**src/rtl/paula_audio_dma_scheduler_if.sv**
```systemverilog
// Slot handshake between the audio DMA scheduler and the DMA engine.
// Latency: none (wires only).
// Backpressure: engine holds off grants with slot_free=0 and completes them with slot_ack.
interface paula_audio_dma_scheduler_if;
    logic       slot_req;
    logic [1:0] slot_chan;
    logic       slot_restart;
    logic       slot_free;
    logic       slot_ack;

    modport master (
        output slot_req,
        output slot_chan,
        output slot_restart,
        input  slot_free,
        input  slot_ack
    );

    modport slave (
        input  slot_req,
        input  slot_chan,
        input  slot_restart,
        output slot_free,
        output slot_ack
    );
endinterface

```
**src/rtl/paula_audio_dma_scheduler.sv**
```systemverilog
// Latches per-line audio DMA requests and grants them one at a time, lowest channel first.
// Latency: grant registered one clk7_en edge after SCAN sees cck & slot_free; strhor is combinational.
// Backpressure: no grant without cck & slot_free; a grant is held until slot_ack.
module paula_audio_dma_scheduler (
    input  logic                               clk,
    input  logic                               reset,
    input  logic                               clk7_en,
    input  logic                               cck,
    input  logic                               line_strobe,
    input  logic                               dmaen_master,
    input  logic [3:0]                         aud_dmaen,
    input  logic [3:0]                         dmareq,
    input  logic [3:0]                         dmas,
    input  logic                               ovr_clr,
    paula_audio_dma_scheduler_if.master        slot,
    output logic                               strhor,
    output logic [3:0]                         pending,
    output logic [3:0]                         overrun,
    output logic                               busy
);

    typedef enum logic [1:0] {
        ST_IDLE = 2'd0,
        ST_SCAN = 2'd1,
        ST_WAIT = 2'd2
    } state_t;

    state_t     r_state;
    state_t     w_state_nxt;
    logic [3:0] r_pending;
    logic [3:0] w_pending_nxt;
    logic [3:0] r_restart;
    logic [3:0] w_restart_nxt;
    logic [3:0] r_overrun;
    logic [3:0] w_overrun_nxt;
    logic [3:0] w_ovr_set;
    logic       r_slot_req;
    logic       w_slot_req_nxt;
    logic [1:0] r_slot_chan;
    logic [1:0] w_slot_chan_nxt;
    logic       r_slot_restart;
    logic       w_slot_restart_nxt;
    logic [3:0] w_lat_req;
    logic [3:0] w_lat_rst;
    logic [3:0] w_chan_mask;
    logic [1:0] w_lowest;

    // Requests that survive the global and per-channel enables at the line strobe.
    assign w_lat_req   = dmareq & aud_dmaen & {4{dmaen_master}};
    assign w_lat_rst   = dmas   & aud_dmaen & {4{dmaen_master}};
    // One-hot of the channel currently granted (meaningful in WAIT).
    assign w_chan_mask = 4'b0001 << r_slot_chan;

    // Channels clear their request on the same edge this block latches it.
    assign strhor = line_strobe & clk7_en & ~reset;

    assign slot.slot_req     = r_slot_req;
    assign slot.slot_chan    = r_slot_chan;
    assign slot.slot_restart = r_slot_restart;
    assign pending           = r_pending;
    assign overrun           = r_overrun;
    assign busy              = (r_state != ST_IDLE);

    // Lowest-numbered pending channel wins the next slot.
    always_comb begin
        w_lowest = 2'd0;
        for (int i = 3; i >= 0; i--) begin
            if (r_pending[i]) begin
                w_lowest = 2'(i);
            end
        end
    end

    // Next-state, pending bookkeeping and grant outputs.
    always_comb begin
        w_state_nxt        = r_state;
        w_pending_nxt      = r_pending;
        w_restart_nxt      = r_restart;
        w_ovr_set          = 4'h0;
        w_slot_req_nxt     = r_slot_req;
        w_slot_chan_nxt    = r_slot_chan;
        w_slot_restart_nxt = r_slot_restart;
        case (r_state)
            ST_IDLE: begin
                if (line_strobe) begin
                    w_pending_nxt = w_lat_req;
                    w_restart_nxt = w_lat_rst;
                    if (|w_lat_req) begin
                        w_state_nxt = ST_SCAN;
                    end
                end
            end
            ST_SCAN: begin
                // A new line replaces anything not yet granted; the leftovers are overruns.
                if (line_strobe) begin
                    w_ovr_set     = r_pending;
                    w_pending_nxt = w_lat_req;
                    w_restart_nxt = w_lat_rst;
                end else if (!dmaen_master || (r_pending == 4'h0)) begin
                    w_pending_nxt = 4'h0;
                    w_restart_nxt = 4'h0;
                    w_state_nxt   = ST_IDLE;
                end else if (cck && slot.slot_free) begin
                    w_slot_req_nxt     = 1'b1;
                    w_slot_chan_nxt    = w_lowest;
                    w_slot_restart_nxt = r_restart[w_lowest];
                    w_state_nxt        = ST_WAIT;
                end
            end
            ST_WAIT: begin
                // The in-flight channel is not an overrun; on a coincident ack the new latch wins.
                if (line_strobe) begin
                    w_ovr_set     = r_pending & ~w_chan_mask;
                    w_pending_nxt = w_lat_req;
                    w_restart_nxt = w_lat_rst;
                end else if (slot.slot_ack) begin
                    w_pending_nxt = r_pending & ~w_chan_mask;
                    w_restart_nxt = r_restart & ~w_chan_mask;
                end
                if (slot.slot_ack) begin
                    w_slot_req_nxt = 1'b0;
                    w_state_nxt    = ST_SCAN;
                end
            end
            default: begin
                w_state_nxt = ST_IDLE;
            end
        endcase
        // A same-cycle set beats the clear.
        w_overrun_nxt = (ovr_clr ? 4'h0 : r_overrun) | w_ovr_set;
    end

    // State register, gated by the 7 MHz enable; reset also waits for the enable.
    always_ff @(posedge clk) begin
        if (clk7_en) begin
            if (reset) begin
                r_state        <= ST_IDLE;
                r_pending      <= 4'h0;
                r_restart      <= 4'h0;
                r_overrun      <= 4'h0;
                r_slot_req     <= 1'b0;
                r_slot_chan    <= 2'd0;
                r_slot_restart <= 1'b0;
            end else begin
                r_state        <= w_state_nxt;
                r_pending      <= w_pending_nxt;
                r_restart      <= w_restart_nxt;
                r_overrun      <= w_overrun_nxt;
                r_slot_req     <= w_slot_req_nxt;
                r_slot_chan    <= w_slot_chan_nxt;
                r_slot_restart <= w_slot_restart_nxt;
            end
        end
    end

endmodule

```
**src/flat_wrapper.sv**
```systemverilog
// flat-port wrapper written by rule: the top's interface ports become plain ports
module paula_audio_dma_scheduler_flat 
  (clk, reset, clk7_en, cck, line_strobe, dmaen_master, aud_dmaen, dmareq, dmas, ovr_clr, strhor, pending, overrun, busy, slot_slot_req, slot_slot_chan, slot_slot_restart, slot_slot_free, slot_slot_ack);
  paula_audio_dma_scheduler_if slot_i ();
  input  logic clk;
  input  logic reset;
  input  logic clk7_en;
  input  logic cck;
  input  logic line_strobe;
  input  logic dmaen_master;
  input  logic [3:0] aud_dmaen;
  input  logic [3:0] dmareq;
  input  logic [3:0] dmas;
  input  logic ovr_clr;
  output logic strhor;
  output logic [3:0] pending;
  output logic [3:0] overrun;
  output logic busy;
  output wire logic [$bits(slot_i.slot_req)-1:0] slot_slot_req;
  output wire logic [$bits(slot_i.slot_chan)-1:0] slot_slot_chan;
  output wire logic [$bits(slot_i.slot_restart)-1:0] slot_slot_restart;
  input wire logic [$bits(slot_i.slot_free)-1:0] slot_slot_free;
  input wire logic [$bits(slot_i.slot_ack)-1:0] slot_slot_ack;
  assign slot_slot_req = slot_i.slot_req;
  assign slot_slot_chan = slot_i.slot_chan;
  assign slot_slot_restart = slot_i.slot_restart;
  assign slot_i.slot_free = slot_slot_free;
  assign slot_i.slot_ack = slot_slot_ack;
  paula_audio_dma_scheduler u_core (.clk(clk), .reset(reset), .clk7_en(clk7_en), .cck(cck), .line_strobe(line_strobe), .dmaen_master(dmaen_master), .aud_dmaen(aud_dmaen), .dmareq(dmareq), .dmas(dmas), .ovr_clr(ovr_clr), .slot(slot_i), .strhor(strhor), .pending(pending), .overrun(overrun), .busy(busy));
endmodule
```
**config.mk**
```make
export PLATFORM = sky130hd
export DESIGN_NAME = paula_audio_dma_scheduler_flat
export DESIGN_NICKNAME = d
export VERILOG_FILES = /design/src/rtl/paula_audio_dma_scheduler_if.sv /design/src/rtl/paula_audio_dma_scheduler.sv /design/src/flat_wrapper.sv
export SDC_FILE = /design/constraint.sdc
export NUM_CORES = 1
export LEC_CHECK = 0
export ABC_AREA = 0
export BUFFER_PORTS_ARGS = -buffer_cell sky130_fd_sc_hd__buf_2
export CAP_MARGIN = 30
export CORE_MARGIN = 1
export CORE_UTILIZATION = 39
export DETAILED_ROUTE_END_ITERATION = 16
export REMOVE_ABC_BUFFERS = 1
export SYNTH_ARGS = -nofsm -noshare
export SYNTH_HDL_FRONTEND = slang
export SYNTH_SLANG_ARGS = --single-unit
```
**constraint.sdc**
```tcl
create_clock -name clk -period 3.55 [get_ports clk]
set_input_delay 0.5325 -clock clk [delete_from_list [all_inputs] [get_ports clk]]
set_output_delay 0.5325 -clock clk [all_outputs]
set_load 0.05 [all_outputs]
```
==> summary.txt, run 1 <==
Place
  • Placed instance area: approximately 0.0013 sq mm
  • Final Wtd Congestion: just under 0.9
  • Placed insts: 180
  • Worst slack at placement: roughly 1400 ps
  • Post-DP HPWL: roughly 2000 um
  • IO buf count: 34

Worst hold path
  • WHS Endpoint: u_core.overrun[1]
  • Hold path start: clk7_en
  • Hold Crit Depth: 1
  • Hold crit path type: input port to flop

Synthesis
  • Syn Inst Count: about 120
  • Async S/R FF share, synth: 0
  • Synth Cell Area: approximately 0.0012 sq mm
  • Predominant post-synthesis flop cell: edfxtp_1
  • Syn Area/Cell: 9.52 sq um
  • Yosys cell types: 33
  • Synth area leader: edfxtp_1
  • Sequential cell area fraction in the yosys report: 0.466
  • Largest cells by area after synthesis: edfxtp_1 (47%), a21oi_1 (5.2%), ha_1 (4.3%), nand2_1 (3.9%), nor3_1 (3.4%)
  • Post-synth EDFFs: 18
  • Warnings, synthesis: 0
  • Synthesis-stage register bit count: 18
  • Post-synth top area share: 0.466

Timing
  • Post-Route Skew: 0.721 ps
  • Final hold slack: around 560 ps
  • Slew @ Worst Pin: 674 ps
  • Final WS setup: between 1000 and 1500 ps
  • Final-report max-slew violation count: 0
  • Minimum clock period: about 2200 ps
  • Fmax: between 400 and 500 MHz
  • Setup violations, final: 0
  • Period utilization: 0.629
  • RSZ-0062 raised after global routing: false
  • Final hold vios: 0
  • Rel. slew slack: 0.549
  • Setup TNS Final: 0 ps

Global route
  • Gr usage total: 0.175
  • Initial antenna violation count: 0
  • Global-route wire length before repair: ~4300 um
  • Largest net degree at the start of global routing: 25
  • Overflow after GRT: 0
  • Vias in the first global route: a little under 1,000

Cells and area
  • Final instance area: approximately 0.0013 sq mm
  • P&R area growth vs syn: 16.2%
  • Layout Cells excl Fill: 183
  • Fin nets: about 180
  • Sequential cell area: 541 sq um
  • Fillers: around 260
  • Share of layout cells above drive strength 1: 0.270
  • Commonest non-fill, non-tap cells in the layout: buf_2 (34), edfxtp_1 (18), a21oi_1 (12), nand2_1 (12), nor3_1 (8)
  • # diodes: 0
  • Commonest non-fill, non-tap cell in the layout: buf_2
  • Multi-input gate area: 551 sq um

Run
  • Max-cap viol count: 0

Power
  • Internal Power: 0.000337 W
  • Seq pwr share: 0.523
  • Logic gate share of total power: 0.276
  • VDD IR max: around 0.21 mV
  • Clk pwr share: 0.202
  • P_leak: roughly 0.54 nW
  • Switching share of power: 0.340
  • P_sw: around 0.00017 W
  • Pwr Density: ~380 mW/mm^2

Setup path
  • FF-to-FF Start: u_core.pending[1]
  • Worst Path Arrival: 2170 ps
  • Critical Setup Path Class: flop to flop
  • CP Max Fanout: 9
  • Req. time, crit path: 3490 ps
  • R2r setup slk: 1320 ps
  • R2R Path End: u_core.pending[1]
  • Startpoint types: flop
  • Critical path endpoint category: flop
  • R2R cell count: 4

Floorplan
  • Die height: between 50 and 60 um
  • Starting Density: 0.417
  • Die X: around 57 um
  • CORE AREA: 0.00278 sq mm
  • I/O Pins: 35
  • Num rows: 19
  • Die area: 0.00320 sq mm

Clocking
  • CTS tree: yes
  • CTS Sinks: 18
  • Deepest clock path buffer count: 2
  • CTS Hold Bufs: 0
  • CTS resizes: 0
  • Worst-path clk slew: roughly 100 ps
  • Number of CTS-inserted buffers: 3
  • Root Driver: clkbuf_4
  • Worst skew pair latency: approximately 290 ps
  • Post-CTS setup buffers: 0
  • H-tree depth: 1

Status
  • Status: finished, final reports clean

Drt
  • Via Count: around 1,100
  • Drt wl/cell: between 15 and 20 um
  • DR iter-0 viols: approximately 60
  • Via/cell ratio: 5.87
  • DRT Pass-1 Iters: 4
  • Drt total wl: about 2800 um
  • DRC Markers: 0
  • ANT nets after route: 0
worst max-delay path, cell delays in order (launching register included):
cell and delay [ps]:
edfxtp_1 540, or4_4 580, nand3_2 140, a211oi_1 80, nor2_1 540
area by class of cell:
type                    instances  share of cell area
multi-input cells              90               0.408
flip-flops and latches         18               0.401
repair buffers                 34               0.126
well taps                      31              0.0288
inverters                       7              0.0195
clock buffers                   3              0.0167
registers in the layout, summed over array words and instances (netlist names):
signal                    flops
u_core.r_restart              4
u_core.overrun                4
u_core.r_state                2
u_core.slot.slot_restart      1
u_core.slot.slot_chan         2
u_core.pending                4
u_core.slot.slot_req          1
power groups by stage:
stage          combinational, W  sequential [W]  clock, W
6_report               0.000141        0.000267  0.000103
5_1_grt                0.000152        0.000269  0.000114
4_1_cts                0.000141        0.000266  0.000107
3_5_place_dp           0.000140        0.000271         0
3_3_place_gp           0.000140        0.000270         0
2_1_floorplan         0.0000670        0.000298         0
metrics by stage:
step                       util  power [W]
after global placement    0.477   0.000410
after floorplan               -   0.000364
after global routing      0.485   0.000535
final                     0.485   0.000510
after CTS                 0.485   0.000514
after detailed placement  0.477   0.000411
Yosys cell counts (2+ instances only):
cell	n
nor2_1	7
nor3b_1	2
o21ai_0	5
edfxtp_1	18
nand4_1	2
nand2b_1	6
o22ai_1	3
a311oi_1	2
a21o_1	2
o2111ai_1	2
nor2b_1	3
nand2_1	12
buf_6	2
a31oi_1	6
ha_1	4
a21oi_1	12
nor3_1	8
inv_1	7
clkbuf_1	3
nand4b_1	2
buf_2	2
logic make-up after synthesis:
kind of cell               share of synthesized area
AOI/OAI and AO/OA                              0.199
adders and majority gates                     0.0431
buffers and inverters                         0.0603
DFF                                            0.466
and+or+nand+nor                                0.232
how the worst max path moves through the flow:
stage                     endpoint               from
2_1_floorplan               strhor        line_strobe
3_3_place_gp   u_core.r_restart[1]  u_core.pending[2]
3_5_place_dp     u_core.pending[1]  u_core.pending[2]
4_1_cts          u_core.pending[2]  u_core.r_state[0]
5_1_grt          u_core.pending[2]  u_core.r_state[0]
6_report         u_core.pending[1]  u_core.pending[1]
per-layer routing:
metal  share of wire  wire length, um  track usage
met1            0.46             1270        0.246
met2            0.45             1250        0.255
met4           0.018               51       0.0976
met5               0                0            0
met3           0.066              183       0.0276
Note: power is estimated with default switching activity, not from simulation.
==> run 2: changes to the inputs <==
- ABC_AREA: 0 -> 1
- clock period: 3.55 -> 2.06 ns (I/O delays scaled with it)
==> summary.txt, run 2 <==
Status
  • Status: finished, final reports clean (unchanged)

Clocking
  • Post-CTS setup buffers: 0 (unchanged)
  • Worst skew pair latency: 310 ps (was 290 ps)
  • Number of CTS-inserted buffers: 3 (unchanged)
  • CTS tree: yes (unchanged)
  • CTS Sinks: 18 (unchanged)
  • CTS Hold Bufs: 0 (unchanged)
  • Deepest clock path buffer count: 2 (unchanged)
  • CTS resizes: 0 (unchanged)
  • H-tree depth: 1 (unchanged)
  • Worst-path clk slew: 100 ps (about the same)
  • Root Driver: clkbuf_4 (unchanged)

Synthesis
  • Synthesis-stage register bit count: 18 (unchanged)
  • Syn Area/Cell: 7.79 sq um (was 9.52 sq um)
  • Warnings, synthesis: 0 (unchanged)
  • Predominant post-synthesis flop cell: edfxtp_1 (unchanged)
  • Post-synth top area share: 0.429 (was 0.466)
  • Async S/R FF share, synth: 0 (unchanged)
  • Yosys cell types: 25 (was 33)
  • Synth Cell Area: 0.00126 sq mm (was 0.00116 sq mm)
  • Post-synth EDFFs: 18 (unchanged)
  • Post-synth top cells: nand2_1 (31), nor2_1 (22), nand3_1 (21) (was edfxtp_1 (18), a21oi_1 (12), nand2_1 (12))
  • Most frequent cell after synthesis: nand2_1 (was edfxtp_1)
  • Largest cells by area after synthesis: edfxtp_1 (43%), nand2_1 (9.2%), nand3_1 (8.3%), nor2_1 (6.5%), a21oi_1 (6.3%) (was edfxtp_1 (47%), a21oi_1 (5.2%), ha_1 (4.3%), nand2_1 (3.9%), nor3_1 (3.4%))
  • Sequential cell area fraction in the yosys report: 0.429 (was 0.466)
  • Syn Inst Count: 162 (was 122)
  • Synth area leader: edfxtp_1 (unchanged)

Timing
  • Final WS setup: 333 ps (was 1320 ps)
  • Final-report max-slew violation count: 0 (unchanged)
  • Period utilization: 0.839 (was 0.629)
  • Setup TNS Final: 0 ps (unchanged)
  • Fmax: 579 MHz (was 448 MHz)
  • Slew @ Worst Pin: 400 ps (was 674 ps)
  • RSZ-0062 raised after global routing: false (unchanged)
  • Final hold vios: 0 (unchanged)
  • Minimum clock period: 1730 ps (was 2230 ps)
  • Rel. slew slack: 0.734 (was 0.549)
  • Post-Route Skew: 4.98 ps (was 0.721 ps)
  • Setup violations, final: 0 (unchanged)

Run
  • Max-cap viol count: 0 (unchanged)

Global route
  • Gr usage total: 0.186 (was 0.175)
  • Largest net degree at the start of global routing: 20 (was 25)
  • Global-route wire length before repair: 4780 um (was 4310 um)
  • Initial antenna violation count: 0 (unchanged)
  • Vias in the first global route: 1,070 (was 970)
  • Overflow after GRT: 0 (unchanged)

Setup path
  • Startpoint types: flop (unchanged)
  • R2R cell count: 8 (was 4)
  • Crit path from: u_core.r_state[1] (was u_core.pending[1])
  • Worst Path Arrival: 1720 ps (was 2170 ps)
  • Setup crit end: u_core.r_restart[2] (was u_core.pending[1])
  • R2r setup slk: 330 ps (was 1320 ps)
  • Critical path endpoint category: flop (unchanged)
  • R2R Path End: u_core.r_restart[2] (was u_core.pending[1])
  • Req. time, crit path: 2050 ps (was 3490 ps)
  • Critical Setup Path Class: flop to flop (unchanged)
  • FF-to-FF Start: u_core.r_state[1] (was u_core.pending[1])
  • CP Max Fanout: 8 (was 9)

Cells and area
  • # diodes: 0 (unchanged)
  • Sequential cell area: 541 sq um (unchanged)
  • Fin nets: 224 (was 179)
  • Share of layout cells above drive strength 1: 0.264 (was 0.270)
  • Post-layout util: 0.490 (was 0.485)
  • Fillers: 312 (was 258)
  • Multi-input gate area: 609 sq um (was 551 sq um)
  • Final instance area: 0.00150 sq mm (was 0.00135 sq mm)
  • Commonest non-fill, non-tap cell in the layout: buf_2 (unchanged)
  • Commonest non-fill, non-tap cells in the layout: buf_2 (34), nand2_1 (31), nor2_1 (22) (was buf_2 (34), edfxtp_1 (18), a21oi_1 (12), nand2_1 (12), nor3_1 (8))
  • Layout Cells excl Fill: 241 (was 183)
  • P&R area growth vs syn: 18.6% (was 16.2%)

Floorplan
  • Num rows: 20 (was 19)
  • Die X: 58.9 um (was 56.6 um)
  • Die area: 0.00347 sq mm (was 0.00320 sq mm)
  • Starting Density: 0.413 (was 0.417)
  • CORE AREA: 0.00305 sq mm (was 0.00278 sq mm)
  • Die height: 58.9 um (was 56.6 um)
  • I/O Pins: 35 (unchanged)

Drt
  • DR iter-0 viols: 64 (was 61)
  • Drt total wl: 2920 um (was 2760 um)
  • Drt wl/cell: 12.1 um (was 15.1 um)
  • ANT nets after route: 0 (unchanged)
  • DRC Markers: 0 (unchanged)
  • Via Count: 1,195 (was 1,075)
  • Via/cell ratio: 4.96 (was 5.87)
  • DRT Pass-1 Iters: 4 (unchanged)

Place
  • Final Wtd Congestion: 0.886 (was 0.871)
  • IO buf count: 34 (unchanged)
  • Placed instance area: 0.00147 sq mm (was 0.00133 sq mm)
  • Worst slack at placement: 333 ps (was 1360 ps)
  • Placed insts: 238 (was 180)
  • Post-DP HPWL: 2330 um (was 2060 um)

Power
  • Pwr Density: 624 mW/mm^2 (was 378 mW/mm^2)
  • VDD IR max: 0.199 mV (was 0.209 mV)
  • P_leak: 0.692 nW (was 0.541 nW)

Worst hold path
  • Hold crit path type: input port to flop (unchanged)
[run 2: cell types whose count changed after synthesis, moves of 6 or more]
cell,delta
inv_1,+12
nand2b_1,-6
nand3_1,+20
nor2_1,+15
nor3_1,-7
nand2_1,+19
[run 2: worst min-delay path by stage]
stage | startpoint | endpoint | slack (ps) | cells after the start
finish | clk7_en | u_core.overrun[1] | 300 | 1
global route | clk7_en | u_core.overrun[1] | 310 | 1
CTS | clk7_en | u_core.overrun[0] | 310 | 1
detailed placement | u_core.overrun[2] | u_core.overrun[2] | 610 | 2
global placement | u_core.overrun[2] | u_core.overrun[2] | 590 | 2
floorplan | clk7_en | u_core.overrun[0] | 420 | 0
[run 2: report_power, final]
part           internal [W]  total (W)  switching [W]  leakage [nW]
clock             0.0000684   0.000183       0.000115        0.0138
combinational     0.0000879   0.000293       0.000205         0.500
sequential         0.000438   0.000457      0.0000186         0.178
total              0.000594   0.000933       0.000339         0.692
[run 2: worst max-delay path, cell delays in order, from the launching register on]
cell and delay (ps):
edfxtp_1 440, inv_1 100, ha_1 270, inv_1 60, nand2_1 90, o21ai_1 70, nor2_1 80, o21ai_1 60
inv_1 240
[run 2: per-stage QoR]
step	power [W]	hold slack, ps
after floorplan	0.000665	421
after global placement	0.000755	595
after detailed placement	0.000757	606
after CTS	0.000933	312
after global routing	0.000983	313
final	0.000933	303
[run 2: logic make-up after synthesis]
kind of cell	count (synthesis)	share of synthesized area
flip-flops	18	0.429
AND/OR/NAND/NOR	87	0.319
AO/OA/AOI/OAI	27	0.124
buffers and inverters	26	0.0883
adder cells (fa/ha/maj)	4	0.0397
[run 2: final cells by class]
class                      count  area share
multi-input combinational    118       0.408
tap                           44      0.0368
sequential                    18       0.362
clock buffer                   3      0.0151
timing repair buffer          36       0.124
inverter                      22      0.0552
[run 2: per-layer routing]
metal	up-vias	wire length, um	track usage
li1	615	-	-
met4	0	74	0.102
met2	54	1310	0.284
met1	519	1340	0.253
met5	-	0	0
met3	7	198	0.0286
==> run 3: changes to the inputs <==
- clock period: 2.06 -> 1.4 ns (I/O delays scaled with it)
==> summary.txt, run 3 (synthesized netlist as in run 2, its figures left out) <==
Floorplan
  • CORE AREA: 0.00305 sq mm (unchanged)
  • Die area: 0.00347 sq mm (unchanged)
  • Num rows: 20 (unchanged)
  • Die height: 58.9 um (unchanged)
  • Die X: 58.9 um (unchanged)
  • I/O Pins: 35 (unchanged)
  • Starting Density: 0.413 (unchanged)

Timing
  • Final-report max-slew violation count: 0 (unchanged)
  • Slew @ Worst Pin: 360 ps (was 400 ps)
  • Rel. slew slack: 0.760 (was 0.734)
  • Fmax: about 600 MHz
  • Post-Route Skew: 2.48 ps (was 4.98 ps)
  • Final WS setup: -270 ps (was 333 ps)
  • Final hold vios: 0 (unchanged)
  • Setup TNS Final: -5250 ps (was 0 ps)
  • RSZ-0062 raised after global routing: true (was false)
  • Setup violations, final: 28 (was 0)
  • Final hold slack: 296 ps (was 303 ps)
  • Period utilization: 1.19
  • Minimum clock period: 1670 ps

Drt
  • Via Count: 1,452 (was 1,195)
  • Drt total wl: 4130 um (was 2920 um)
  • DR iter-0 viols: 83 (was 64)
  • ANT nets after route: 0 (unchanged)
  • DRC Markers: 0 (unchanged)
  • Drt wl/cell: 14.8 um (was 12.1 um)
  • DRT Pass-1 Iters: 4 (unchanged)
  • Via/cell ratio: 5.19 (was 4.96)

Global route
  • Overflow after GRT: 0 (unchanged)
  • Largest net degree at the start of global routing: 14 (was 20)
  • Initial antenna violation count: 0 (unchanged)
  • Vias in the first global route: 1,342 (was 1,070)
  • Global-route wire length before repair: 5870 um (was 4780 um)
  • Gr usage total: 0.227 (was 0.186)

Setup path
  • FF-to-FF Start: u_core.r_state[1] (unchanged)
  • Critical path endpoint category: output port (was flop)
  • Critical Setup Path Class: flop to output port (was flop to flop)
  • Req. time, crit path: 1190 ps (was 2050 ps)
  • Startpoint types: flop (unchanged)
  • R2R Path End: u_core.r_restart[1] (was u_core.r_restart[2])
  • R2r setup slk: -250 ps (was 330 ps)
  • Worst Path Arrival: 1460 ps (was 1720 ps)
  • R2R cell count: 9 (was 8)
  • Setup crit end: busy (was u_core.r_restart[2])
  • Crit path from: u_core.r_state[0] (was u_core.r_state[1])
  • CP Max Fanout: 2 (was 8)

Cells and area
  • Fillers: 240 (was 312)
  • Fin nets: 262 (was 224)
  • Commonest non-fill, non-tap cells in the layout: buf_2 (32), buf_4 (24), nand2_1 (21) (was buf_2 (34), nand2_1 (31), nor2_1 (22))
  • Share of layout cells above drive strength 1: 0.564 (was 0.264)
  • P&R area growth vs syn: 64.4% (was 18.6%)
  • Commonest non-fill, non-tap cell in the layout: buf_2 (unchanged)
  • Multi-input gate area: 803 sq um (was 609 sq um)
  • Layout Cells excl Fill: 280 (was 241)
  • Sequential cell area: 541 sq um (unchanged)
  • # diodes: 0 (unchanged)

Place
  • IO buf count: 34 (unchanged)
  • Final Wtd Congestion: 0.900 (was 0.886)
  • Placed insts: 262 (was 238)
  • Post-DP HPWL: 2490 um (was 2330 um)

Clocking
  • H-tree depth: 1 (unchanged)
  • Worst skew pair latency: 300 ps (was 310 ps)
  • CTS tree: yes (unchanged)
  • Deepest clock path buffer count: 2 (unchanged)
  • Worst-path clk slew: 110 ps (was 100 ps)
  • CTS Sinks: 18 (unchanged)
  • CTS Hold Bufs: 0 (unchanged)
  • Root Driver: clkbuf_4 (unchanged)
  • Number of CTS-inserted buffers: 3 (unchanged)

Status
  • Status: finished, violations left (was finished, final reports clean)
  • Failing checks: negative setup slack

Power
  • VDD IR max: 0.378 mV (was 0.199 mV)
  • Total Power: 0.00170 W (was 0.000933 W)
  • P_leak: 0.932 nW (was 0.692 nW)
  • Pwr Density: 822 mW/mm^2 (was 624 mW/mm^2)

Worst hold path
  • Hold path start: clk7_en (unchanged)
  • Hold crit path type: input port to flop (unchanged)
  • Hold Crit Depth: 2 (was 1)

Run
  • Max-cap viol count: 0 (unchanged)
run 3: worst min path at each step:
stage / to / slack (ps)
2_1_floorplan: u_core.overrun[0] / 320
3_3_place_gp: u_core.overrun[2] / 590
3_5_place_dp: u_core.overrun[2] / 590
4_1_cts: u_core.overrun[2] / 290
5_1_grt: u_core.overrun[1] / 290
6_report: u_core.overrun[2] / 300
run 3: where the power goes:
| part | switching (W) | internal, W | total [W] |
|---|---|---|---|
| Sequential | 0.0000230 | 0.000644 | 0.000667 |
| Clock | 0.000174 | 0.000104 | 0.000278 |
| Combinational | 0.000435 | 0.000324 | 0.000758 |
| Total | 0.000632 | 0.00107 | 0.00170 |
run 3: cell type report:
cell class	count	area share
tap	44	0.0266
clock inverter	1	0.00181
clock buffer	3	0.0109
inverter	22	0.0447
sequential	18	0.261
timing repair buffer	74	0.268
multi-input combinational	118	0.387
run 3: metal layers:
layer | share of wire | wire (um) | global-route usage | vias up
li1 | - | - | - | 697
met1 | 0.42 | 1750 | 0.296 | 678
met2 | 0.49 | 2020 | 0.373 | 69
met3 | 0.063 | 260 | 0.0220 | 8
met4 | 0.023 | 97 | 0.116 | 0
met5 | 0 | 0 | 0 | -
run 3: through the flow:
| step | instance area [sq um] | utilization | setup WS [ps] |
|---|---|---|---|
| after global placement | 1650 | 0.541 | -240 |
| after global routing | 2070 | 0.679 | -340 |
| after CTS | 1880 | 0.615 | -180 |
| after floorplan | 1230 | - | -373 |
| final | 2070 | 0.679 | -270 |
| after detailed placement | 1650 | 0.541 | -263 |
run 3: what timing repair did:
| action | CTS | global route |
|---|---|---|
| gates resized for setup | 39 | 37 |
| pin swaps | 4 | 12 |
| endpoints found under the setup margin | 28 | 31 |
| cloned | 0 | 0 |
| buffers inserted | 8 | 6 |
run 3: worst max-delay path: stages, from the launching register on:
cell,delay (ps)
edfxtp_1,440
inv_2,150
ha_4,170
inv_4,40
buf_6,110
buf_6,110
buf_8,140
